[config.mk]
export PLATFORM = sky130hd
export DESIGN_NAME = writeback_forward
export DESIGN_NICKNAME = d
export VERILOG_FILES = /design/src/rtl/pipeline_pkg.sv /design/src/rtl/load_extract.sv /design/src/rtl/writeback_forward.sv
export SDC_FILE = /design/constraint.sdc
export NUM_CORES = 1
export LEC_CHECK = 0
export CAP_MARGIN = 20
export CORE_MARGIN = 1.5
export CORE_UTILIZATION = 35
export DETAILED_ROUTE_END_ITERATION = 10
export DONT_BUFFER_PORTS = 1
export PLACE_DENSITY_LB_ADDON = 0.2
export SYNTH_ARGS = -nofsm -noshare
export SYNTH_HDL_FRONTEND = slang
export SYNTH_SLANG_ARGS = --single-unit
[constraint.sdc]
create_clock -name clk -period 2.1 [get_ports clk]
set_clock_uncertainty 0.05 [all_clocks]
set_input_delay 0.315 -clock clk [delete_from_list [all_inputs] [get_ports clk]]
set_output_delay 0.315 -clock clk [all_outputs]
set_load 0.1 [all_outputs]
[src/rtl/pipeline_pkg.sv]
// Shared constants for the back end of the pipeline:
// load-type encoding, the zero register, and the load-hold state encoding.
package pipeline_pkg;

    localparam logic [2:0] LT_W  = 3'd0;
    localparam logic [2:0] LT_B  = 3'd1;
    localparam logic [2:0] LT_BU = 3'd2;
    localparam logic [2:0] LT_H  = 3'd3;
    localparam logic [2:0] LT_HU = 3'd4;

    localparam int REG_ZERO = 0;

    localparam logic HS_RUN  = 1'b0;
    localparam logic HS_HELD = 1'b1;

endpackage

[src/rtl/load_extract.sv]
// Big-endian load extraction (byte 0 = [31:24]).
// Ports: i_data raw word, i_lo address low bits, i_load_type, o_word result.
module load_extract
    import pipeline_pkg::*;
#(
    parameter int DW = 32
) (
    input  logic [DW-1:0] i_data,
    input  logic [1:0]    i_lo,
    input  logic [2:0]    i_load_type,
    output logic [DW-1:0] o_word
);

    logic [7:0]  w_byte;
    logic [15:0] w_half;

    always_comb begin
        w_byte = i_data[DW-1 -: 8];
        case (i_lo)
            2'd1:    w_byte = i_data[DW-9  -: 8];
            2'd2:    w_byte = i_data[DW-17 -: 8];
            2'd3:    w_byte = i_data[DW-25 -: 8];
            default: w_byte = i_data[DW-1  -: 8];
        endcase
    end

    // Halfword select uses lo[1] only; lo[0] is ignored.
    assign w_half = i_lo[1] ? i_data[DW-17 -: 16] : i_data[DW-1 -: 16];

    always_comb begin
        o_word = i_data;
        unique case (i_load_type)
            LT_B:    o_word = {{(DW-8){w_byte[7]}}, w_byte};
            LT_BU:   o_word = {{(DW-8){1'b0}}, w_byte};
            LT_H:    o_word = {{(DW-16){w_half[15]}}, w_half};
            LT_HU:   o_word = {{(DW-16){1'b0}}, w_half};
            default: o_word = i_data;
        endcase
    end

endmodule

[src/rtl/writeback_forward.sv]
// M/W pipeline registers, load extraction with stall hold, RF write port and forwarding.
// Ports: ex_* execute bundle, stall/flush, dmem_rdata in; forward_ra/rd, rf_we/wa/wd out.
// Optional: define WB_FORWARD_EN to also forward the W stage when M is not forwarding.
module writeback_forward
    import pipeline_pkg::*;
#(
    parameter int DW = 32,
    parameter int AW = 5
) (
    input  logic          clk,
    input  logic          rst_n,
    input  logic          ex_valid,
    input  logic          ex_reg_write,
    input  logic          ex_mem_read,
    input  logic [2:0]    ex_load_type,
    input  logic [AW-1:0] ex_rd,
    input  logic [DW-1:0] ex_result,
    input  logic          stall,
    input  logic          flush,
    input  logic [DW-1:0] dmem_rdata,
    output logic [AW-1:0] forward_ra,
    output logic [DW-1:0] forward_rd,
    output logic          rf_we,
    output logic [AW-1:0] rf_wa,
    output logic [DW-1:0] rf_wd
);

    logic          r_m_valid;
    logic          r_m_reg_write;
    logic          r_m_mem_read;
    logic [2:0]    r_m_load_type;
    logic [AW-1:0] r_m_rd;
    logic [DW-1:0] r_m_result;

    logic          r_hold;
    logic [DW-1:0] r_held;

    logic          r_w_we;
    logic [AW-1:0] r_w_rd;
    logic [DW-1:0] r_w_wd;

    logic [DW-1:0] w_data;
    logic [DW-1:0] w_ext;
    logic [DW-1:0] w_m_value;
    logic          w_m_fwd;

    // Memory output may move while M is frozen, so use the held copy.
    assign w_data = (r_hold == HS_HELD) ? r_held : dmem_rdata;

    load_extract #(.DW(DW)) u_load_extract (
        .i_data      (w_data),
        .i_lo        (r_m_result[1:0]),
        .i_load_type (r_m_load_type),
        .o_word      (w_ext)
    );

    assign w_m_value = r_m_mem_read ? w_ext : r_m_result;
    assign w_m_fwd   = r_m_valid & r_m_reg_write & (r_m_rd != AW'(REG_ZERO));

    always_ff @(posedge clk or negedge rst_n) begin
        if (!rst_n) begin
            r_m_valid     <= 1'b0;
            r_m_reg_write <= 1'b0;
            r_m_mem_read  <= 1'b0;
            r_m_load_type <= LT_W;
            r_m_rd        <= '0;
            r_m_result    <= '0;
        end else if (!stall) begin
            r_m_valid     <= ex_valid & ~flush;
            r_m_reg_write <= ex_reg_write;
            r_m_mem_read  <= ex_mem_read;
            r_m_load_type <= ex_load_type;
            r_m_rd        <= ex_rd;
            r_m_result    <= ex_result;
        end
    end

    always_ff @(posedge clk or negedge rst_n) begin
        if (!rst_n) begin
            r_hold <= HS_RUN;
            r_held <= '0;
        end else begin
            case (r_hold)
                HS_RUN: begin
                    if (stall && r_m_valid && r_m_mem_read) begin
                        r_hold <= HS_HELD;
                        r_held <= dmem_rdata;
                    end
                end
                HS_HELD: begin
                    if (!stall) begin
                        r_hold <= HS_RUN;
                    end
                end
                default: r_hold <= HS_RUN;
            endcase
        end
    end

    // A stalled M must not write twice, so W takes a bubble during stall.
    always_ff @(posedge clk or negedge rst_n) begin
        if (!rst_n) begin
            r_w_we <= 1'b0;
            r_w_rd <= '0;
            r_w_wd <= '0;
        end else if (!stall) begin
            r_w_we <= w_m_fwd;
            r_w_rd <= r_m_rd;
            r_w_wd <= w_m_value;
        end else begin
            r_w_we <= 1'b0;
            r_w_rd <= '0;
            r_w_wd <= '0;
        end
    end

    assign rf_we = r_w_we;
    assign rf_wa = r_w_rd;
    assign rf_wd = r_w_wd;

    // forward_rd stays 0 whenever forward_ra is 0 so $0 reads stay 0.
    always_comb begin
        forward_ra = '0;
        forward_rd = '0;
        if (w_m_fwd) begin
            forward_ra = r_m_rd;
            forward_rd = w_m_value;
        end
`ifdef WB_FORWARD_EN
        else if (r_w_we) begin
            forward_ra = r_w_rd;
            forward_rd = r_w_wd;
        end
`endif
    end

endmodule
==> qor.txt, run 1 <==
HPWL after DPL - 12660 um
Library cells used by synthesis - 43
Xor and xnor area share after synthesis - 0.1550%
Mux contribution to synthesized area - 22.29%
WL per Instance - 20.30 um
Async set-or-reset flop fraction in the synthesized netlist - 100.0%
Placer congestion estimate - 0.8617
Final core utilization - 61.30%
Maximum clock path buffer count - 2
Initial core utilization - 35.71%
Hold violation total from the final report - 114
Pre-CTS WS - -0.5190 ns
Setup repair after global routing missed its margin - true
Clock input transition at the sequential cells of the worst setup and hold paths - 0.06 ns
Clk root buf - sky130_fd_sc_hd__clkbuf_16
Synthesis Warnings - 0
Final routed DRC violation total - 0
Count of mapped cells out of synthesis - 509
Compound-Gate Fraction of Synth Area - 10.58%
Count of pins over their slew limit - 0
Number of nets with antenna violations after detailed routing - 0
GRT Util Overall - 24.12%
Fin crit share - 140.4%
Predominant post-synthesis flop cell - sky130_fd_sc_hd__dfrtp_1
Vertical die dimension - 130.1 um
Violations in the final reports - hold timing, setup timing
Critical path capture point type - output port
Worst slack on hold paths - -0.4586 ns
Detailed Route WL - 19810 um
Critical Path Source Type - flop
Commonest non-fill, non-tap cells in the layout - sky130_fd_sc_hd__buf_4, sky130_fd_sc_hd__dfrtp_1, sky130_fd_sc_hd__mux2_2
H-tree lvl count - 4
Largest net degree at the start of global routing - 115
Startpoint-to-endpoint class of the critical path - flop to output port
Pwr Density - 912.1 nW/um2
Worst setup slack after layout - -0.8486 ns
Net count of the mapped netlist - 588
VDD IR max - 0.5863 mV
Most common library cell in the layout ignoring fill and taps - sky130_fd_sc_hd__buf_4
Relative slew margins - 61.78%
Type of the worst min-delay path - primary input to asynchronous set/reset pin
Wire length of the first global-routing pass - 30120 um
Slew of the pin with the lowest slew margin - 0.5712 ns
Post-synth EDFFs - 0
Insertion delay to the later sink of the worst-skew pair - 0.42 ns
Number of endpoints failing setup at the final stage - 39
Number of placement rows - 46
Via count normalized by instance count - 5.230
FF+latch count, synth - 114
Layout cells sized above 1 - 51.12%
Via count of the first global-routing pass - 5451
Total number of nets in the final design - 825
TritonCTS Sinks - 114
Tmin final - 2.949 ns
Count of routing violations after the opening detailed-route iteration - 325
TritonCTS Buffers - 17
Launching instance or port of the critical path - r_hold
Number of top-level pins - 154
Leftover overflow at the end of global routing - 0
# Max-Cap Violations - 0
Routed via count - 5104
Maximum net fanout on the critical path - 6
Largest family of logic cells by synthesized area - multiplexers
Signal arrival time at the worst endpoint - 2.58 ns
Count of input and output buffers - 0
Area share of fa/ha/maj cells after synthesis - 0%
Sequential-to-total area share from yosys stat - 50.48%
Die area - 16920 um2
Number of fillers in the final layout - 1215
Result of the run - finished, violations left
Antenna violations before repair - 1
Reg2reg start - r_hold
Synthesized area divided by synthesized cell count - 11.10 um2
Required arrival time at the worst endpoint - 1.74 ns
Cell Area, Synth - 5652 um2
Upper clock frequency limit - 339.1 MHz
Die width - 130.1 um
CTS tree - yes
Basic-gate share of the synthesized area counting and, or, nand and nor cells - 13.50%
Syn-to-layout area delta - 71.66%
CORE AREA - 15830 um2
Leakage power - 4.062 nW
Number of iterations in the first detailed-routing pass - 6
Sum Neg Setup Slack - -25.44 ns
cells in the mapped netlist, types with 2 or more instances:
cell                       count  share of area, %
sky130_fd_sc_hd__buf_2         9              0.80
sky130_fd_sc_hd__mux4_2        3               1.2
sky130_fd_sc_hd__a21oi_1       8              0.71
sky130_fd_sc_hd__nor3b_1       3              0.40
sky130_fd_sc_hd__nor2b_1       5              0.55
sky130_fd_sc_hd__mux2_2       89                18
sky130_fd_sc_hd__nand2b_1      4              0.44
sky130_fd_sc_hd__mux2i_1      19               3.4
sky130_fd_sc_hd__dfrtp_1     114                50
sky130_fd_sc_hd__and2_1        2              0.22
sky130_fd_sc_hd__a21o_1        2              0.27
sky130_fd_sc_hd__o2111a_1      7               1.4
sky130_fd_sc_hd__o21ai_0      27               2.4
sky130_fd_sc_hd__nand2_1      37               2.5
sky130_fd_sc_hd__inv_1         8              0.53
sky130_fd_sc_hd__o221ai_1      7               1.1
sky130_fd_sc_hd__o31ai_4       2              0.75
sky130_fd_sc_hd__clkbuf_1     20               1.3
sky130_fd_sc_hd__and3_1        5              0.55
sky130_fd_sc_hd__nor3_1       53               4.7
sky130_fd_sc_hd__buf_1         2              0.13
sky130_fd_sc_hd__o21ba_2       7               1.2
sky130_fd_sc_hd__nor2_1       43               2.9
sky130_fd_sc_hd__o22ai_1      14               1.5
power breakdown:
part	total, mW	switching, mW	internal (mW)	leakage, nW
clock network	2.96	1.04	1.92	0.279
registers	2.82	0.239	2.58	1.39
logic	3.07	1.85	1.22	2.39
metal layers:
layer / part of all wire [%] / global-route usage, % / vias to the layer above
met5: 0 / 0 / -
met1: 42 / 32.47 / 2555
met2: 48 / 38.76 / 194
met3: 8.0 / 6.232 / 27
li1: - / - / 2328
met4: 1.7 / 6.340 / 0
stage by stage:
step / hold WS (ns) / area, um2 / cells / power, mW
after floorplan: -0.03059 / 6031 / 509 / 4.662
after global placement: -0.02654 / 7840 / 859 / 5.469
after detailed placement: -0.02659 / 7840 / 859 / 5.520
after CTS: -0.4684 / 9457 / 971 / 8.753
after global routing: -0.4734 / 9702 / 976 / 9.165
final: -0.4586 / 9702 / 976 / 8.849
final timing paths:
kind,end,slack [ns],cells after the start
worst min-delay path,r_held[18],-0.46,0
min in group clk,r_m_valid,0.01,2
worst max register to register,rf_wd[12],-0.12,10
worst min register to register,r_m_result[8],0.45,1
worst max-delay path,forward_rd[25],-0.85,8
max in group asynchronous,r_m_result[6],2.33,0
flip-flops by register name (all words and copies together), names as in the netlist:
| register | flops |
|---|---|
| r_m_result | 32 |
| r_m_rd | 5 |
| r_m_valid | 1 |
| r_m_load_type | 3 |
| r_m_reg_write | 1 |
| r_hold | 1 |
| r_m_mem_read | 1 |
| r_held | 32 |
| rf_wa | 5 |
| rf_wd | 32 |
| rf_we | 1 |
what timing repair did:
action                     in CTS  in global routing
pin swaps                      30                 15
gates resized for setup        49                 46
gates cloned                    2                  1
hold endpoints to repair      219                115
setup endpoints to repair      58                 59
buffers inserted                8                  3
hold buffers                   77                  1
cells by family (layout without fill, tap and decap cells):
family,Yosys count,in the layout
buffers and inverters,40,290
AND/OR/NAND/NOR,161,161
multiplexers,111,111
AO/OA/AOI/OAI,82,82
XOR/XNOR,1,1
flip-flops,114,114
other,0,1
layout make-up:
class	count	area [um2]	area share, %
antenna	1	2.502	0.02579
inverter	8	30.03	0.3095
timing repair buffer	250	2604	26.84
sequential	114	2854	29.42
clock buffer	23	467.9	4.823
clock inverter	9	130.1	1.341
tap	216	270.3	2.786
multi-input combinational	355	3343	34.46
worst max-delay path: stages (launching register included):
cell	delay [ns]
sky130_fd_sc_hd__dfrtp_2	0.47
sky130_fd_sc_hd__mux2i_2	0.19
sky130_fd_sc_hd__mux4_2	0.56
sky130_fd_sc_hd__o31ai_4	0.25
sky130_fd_sc_hd__buf_6	0.19
sky130_fd_sc_hd__buf_6	0.11
sky130_fd_sc_hd__a21oi_4	0.03
sky130_fd_sc_hd__nor3_4	0.17
sky130_fd_sc_hd__buf_12	0.20
No activity file was read; power rests on OpenSTA's default activity.
==> run 2: changes to the inputs <==
==> constraint.sdc (replaced) <==
create_clock -name clk -period 2.1 [get_ports clk]
set_clock_uncertainty 0.05 [all_clocks]
set_input_delay 0.21 -clock clk [delete_from_list [all_inputs] [get_ports clk]]
set_output_delay 0.21 -clock clk [all_outputs]
set_load 0.1 [all_outputs]
==> run 2 against run 1 <==
  * The run still ends with hold timing, setup timing left
  * Combinational power down 3%
  * Fmax up 0.12%
  * Wire length down 4.7%
  * Flip-flop and latch count unchanged
  * First-iteration DRC count up 2.2%
  * Design area down 2.2%
  * Critical path type unchanged
  * Utilization down 1.3 points
  * Die area unchanged
  * Via count down 0.16%
==> qor.txt, run 2 (synthesized netlist as in run 1, its figures left out) <==
Setup repair after global routing missed its margin - true
H-tree lvl count - 4
Commonest non-fill, non-tap cells in the layout - sky130_fd_sc_hd__buf_4, sky130_fd_sc_hd__dfrtp_1, sky130_fd_sc_hd__mux2_2
Number of top-level pins - 154
Sum of buffers and inverters on the critical path - 3
Total number of nets in the final design - 820
Count of input and output buffers - 0
Vertical die dimension - 130.1 um
Worst path slowest cell - sky130_fd_sc_hd__mux4_2
Maximum clock path buffer count - 2
Fin crit share - 140.2%
Count of pins over their slew limit - 0
Reg2reg start - r_hold
Total Power - 8.954 mW
Type of the worst min-delay path - primary input to asynchronous set/reset pin
Insertion delay to the later sink of the worst-skew pair - 0.41 ns
Slew of the pin with the lowest slew margin - 0.5592 ns
TritonCTS Buffers - 17
Routed via count - 5096
Wire length of the first global-routing pass - 28900 um
Die width - 130.1 um
Total number of cells along the worst setup path - 8
Pwr Density - 943.3 nW/um2
TritonCTS Sinks - 114
Clk root buf - sky130_fd_sc_hd__clkbuf_16
Worst slack on hold paths - -0.5541 ns
Leakage power - 4.013 nW
Worst setup slack after layout - -0.8451 ns
Final routed DRC violation total - 0
Launching instance or port of the critical path - r_hold
Number of endpoints failing setup at the final stage - 58
GRT Util Overall - 22.88%
Most common library cell in the layout ignoring fill and taps - sky130_fd_sc_hd__buf_4
Quantity of hold-fixing buffers added after cts - 77
Violations in the final reports - hold timing, setup timing
Detailed Route WL - 18880 um
Via count of the first global-routing pass - 5283
Critical path capture point type - output port
Depth of the worst register-to-register path - 11
VDD IR max - 0.5646 mV
Syn-to-layout area delta - 67.97%
Relative slew margins - 62.58%
Critical Path Source Type - flop
Upper clock frequency limit - 339.5 MHz
Count of routing violations after the opening detailed-route iteration - 332
Number of placement rows - 46
HPWL after DPL - 12630 um
M1 WL - 8176 um
Leftover overflow at the end of global routing - 0
Wire length on met2 - 8964 um
WL per Instance - 19.42 um
Maximum cell stage delay along the critical path - 0.55 ns
Result of the run - finished, violations left
Uppermost layer routed - met4
Largest net degree at the start of global routing - 115
Layout cells sized above 1 - 49.07%
Signal arrival time at the worst endpoint - 2.69 ns
# Max-Cap Violations - 0
Maximum net fanout on the critical path - 7
Worst path top cell family by delay - multiplexers
Final core utilization - 59.98%
Number of iterations in the first detailed-routing pass - 5
Clock input transition at the sequential cells of the worst setup and hold paths - 0.05 ns
Antenna violations before repair - 0
Initial core utilization - 35.71%
Tmin final - 2.945 ns
Required arrival time at the worst endpoint - 1.84 ns
Crit path to - forward_rd[30]
FF-to-FF End - rf_wd[15]
Die area - 16920 um2
Placer congestion estimate - 0.8922
Worst reg2reg setup slack - -0.33 ns
Length of routed met3 wiring - 1526 um
Via count normalized by instance count - 5.243
Startpoint-to-endpoint class of the critical path - flop to output port
Number of nets with antenna violations after detailed routing - 0
Cell chain of the critical path - mux2i_2 > mux4_2 > o31ai_4 > buf_6 > a21oi_1 > buf_4 > nor3_4 > buf_12
CORE AREA - 15830 um2
Hold violation total from the final report - 114
CTS tree - yes
-- run 2: cell count changes in the layout (fill, tap and decap cells not counted), sizes merged --
cell	before	now
buf	172	168
bufinv	3	5
clkbuf	24	23
clkinv	2	3
clkinvlp	4	2
diode	1	2
dlygate4sd3	77	76
-- run 2: power by group --
group,switching (mW),internal [mW],total (mW)
clock network,1.01,2.16,3.18
registers,0.229,2.58,2.81
logic,1.81,1.16,2.97
total,3.06,5.90,8.95
-- run 2: final cells by class --
class                   instances  area, um2
flip-flops and latches        114       2854
well taps                     216      270.3
inverters                       8      30.03
clock inverters                10      180.2
repair buffers                245       2532
clock buffers                  22      464.2
fillers                      1285       6335
diodes                          2      5.005
multi-input cells             355       3157
-- run 2: worst min-delay path by stage --
stage | to | cells after the start
6_report | rf_wa[4] | 0
5_1_grt | r_m_result[23] | 0
4_1_cts | r_m_result[15] | 0
3_5_place_dp | r_m_result[19] | 0
3_3_place_gp | r_m_result[21] | 0
2_1_floorplan | r_held[0] | 0
-- run 2: metal layers --
metal | vias up | GRT usage [%]
met1 | 2566 | 31.07
met5 | - | 0
li1 | 2321 | -
met3 | 14 | 6.888
met4 | 0 | 6.993
met2 | 195 | 35.26
-- run 2: metrics by stage --
step           TNS, ns  setup WS [ns]  instance area [um2]  cells
2_1_floorplan   -20.52        -0.6763                 6031    509
3_3_place_gp    -11.15        -0.4056                 7765    849
3_5_place_dp    -13.87        -0.4837                 7765    849
4_1_cts         -24.20        -0.8184                 9276    961
5_1_grt         -32.07        -0.9297                 9488    970
6_report        -27.16        -0.8451                 9493    972
-- run 2: what timing repair did --
action,in CTS,in global routing
gates cloned,0,2
endpoints found under the setup margin,56,64
pin swaps,4,29
resized for setup,13,43
setup buffers,3,12
endpoints found under the hold margin,220,114
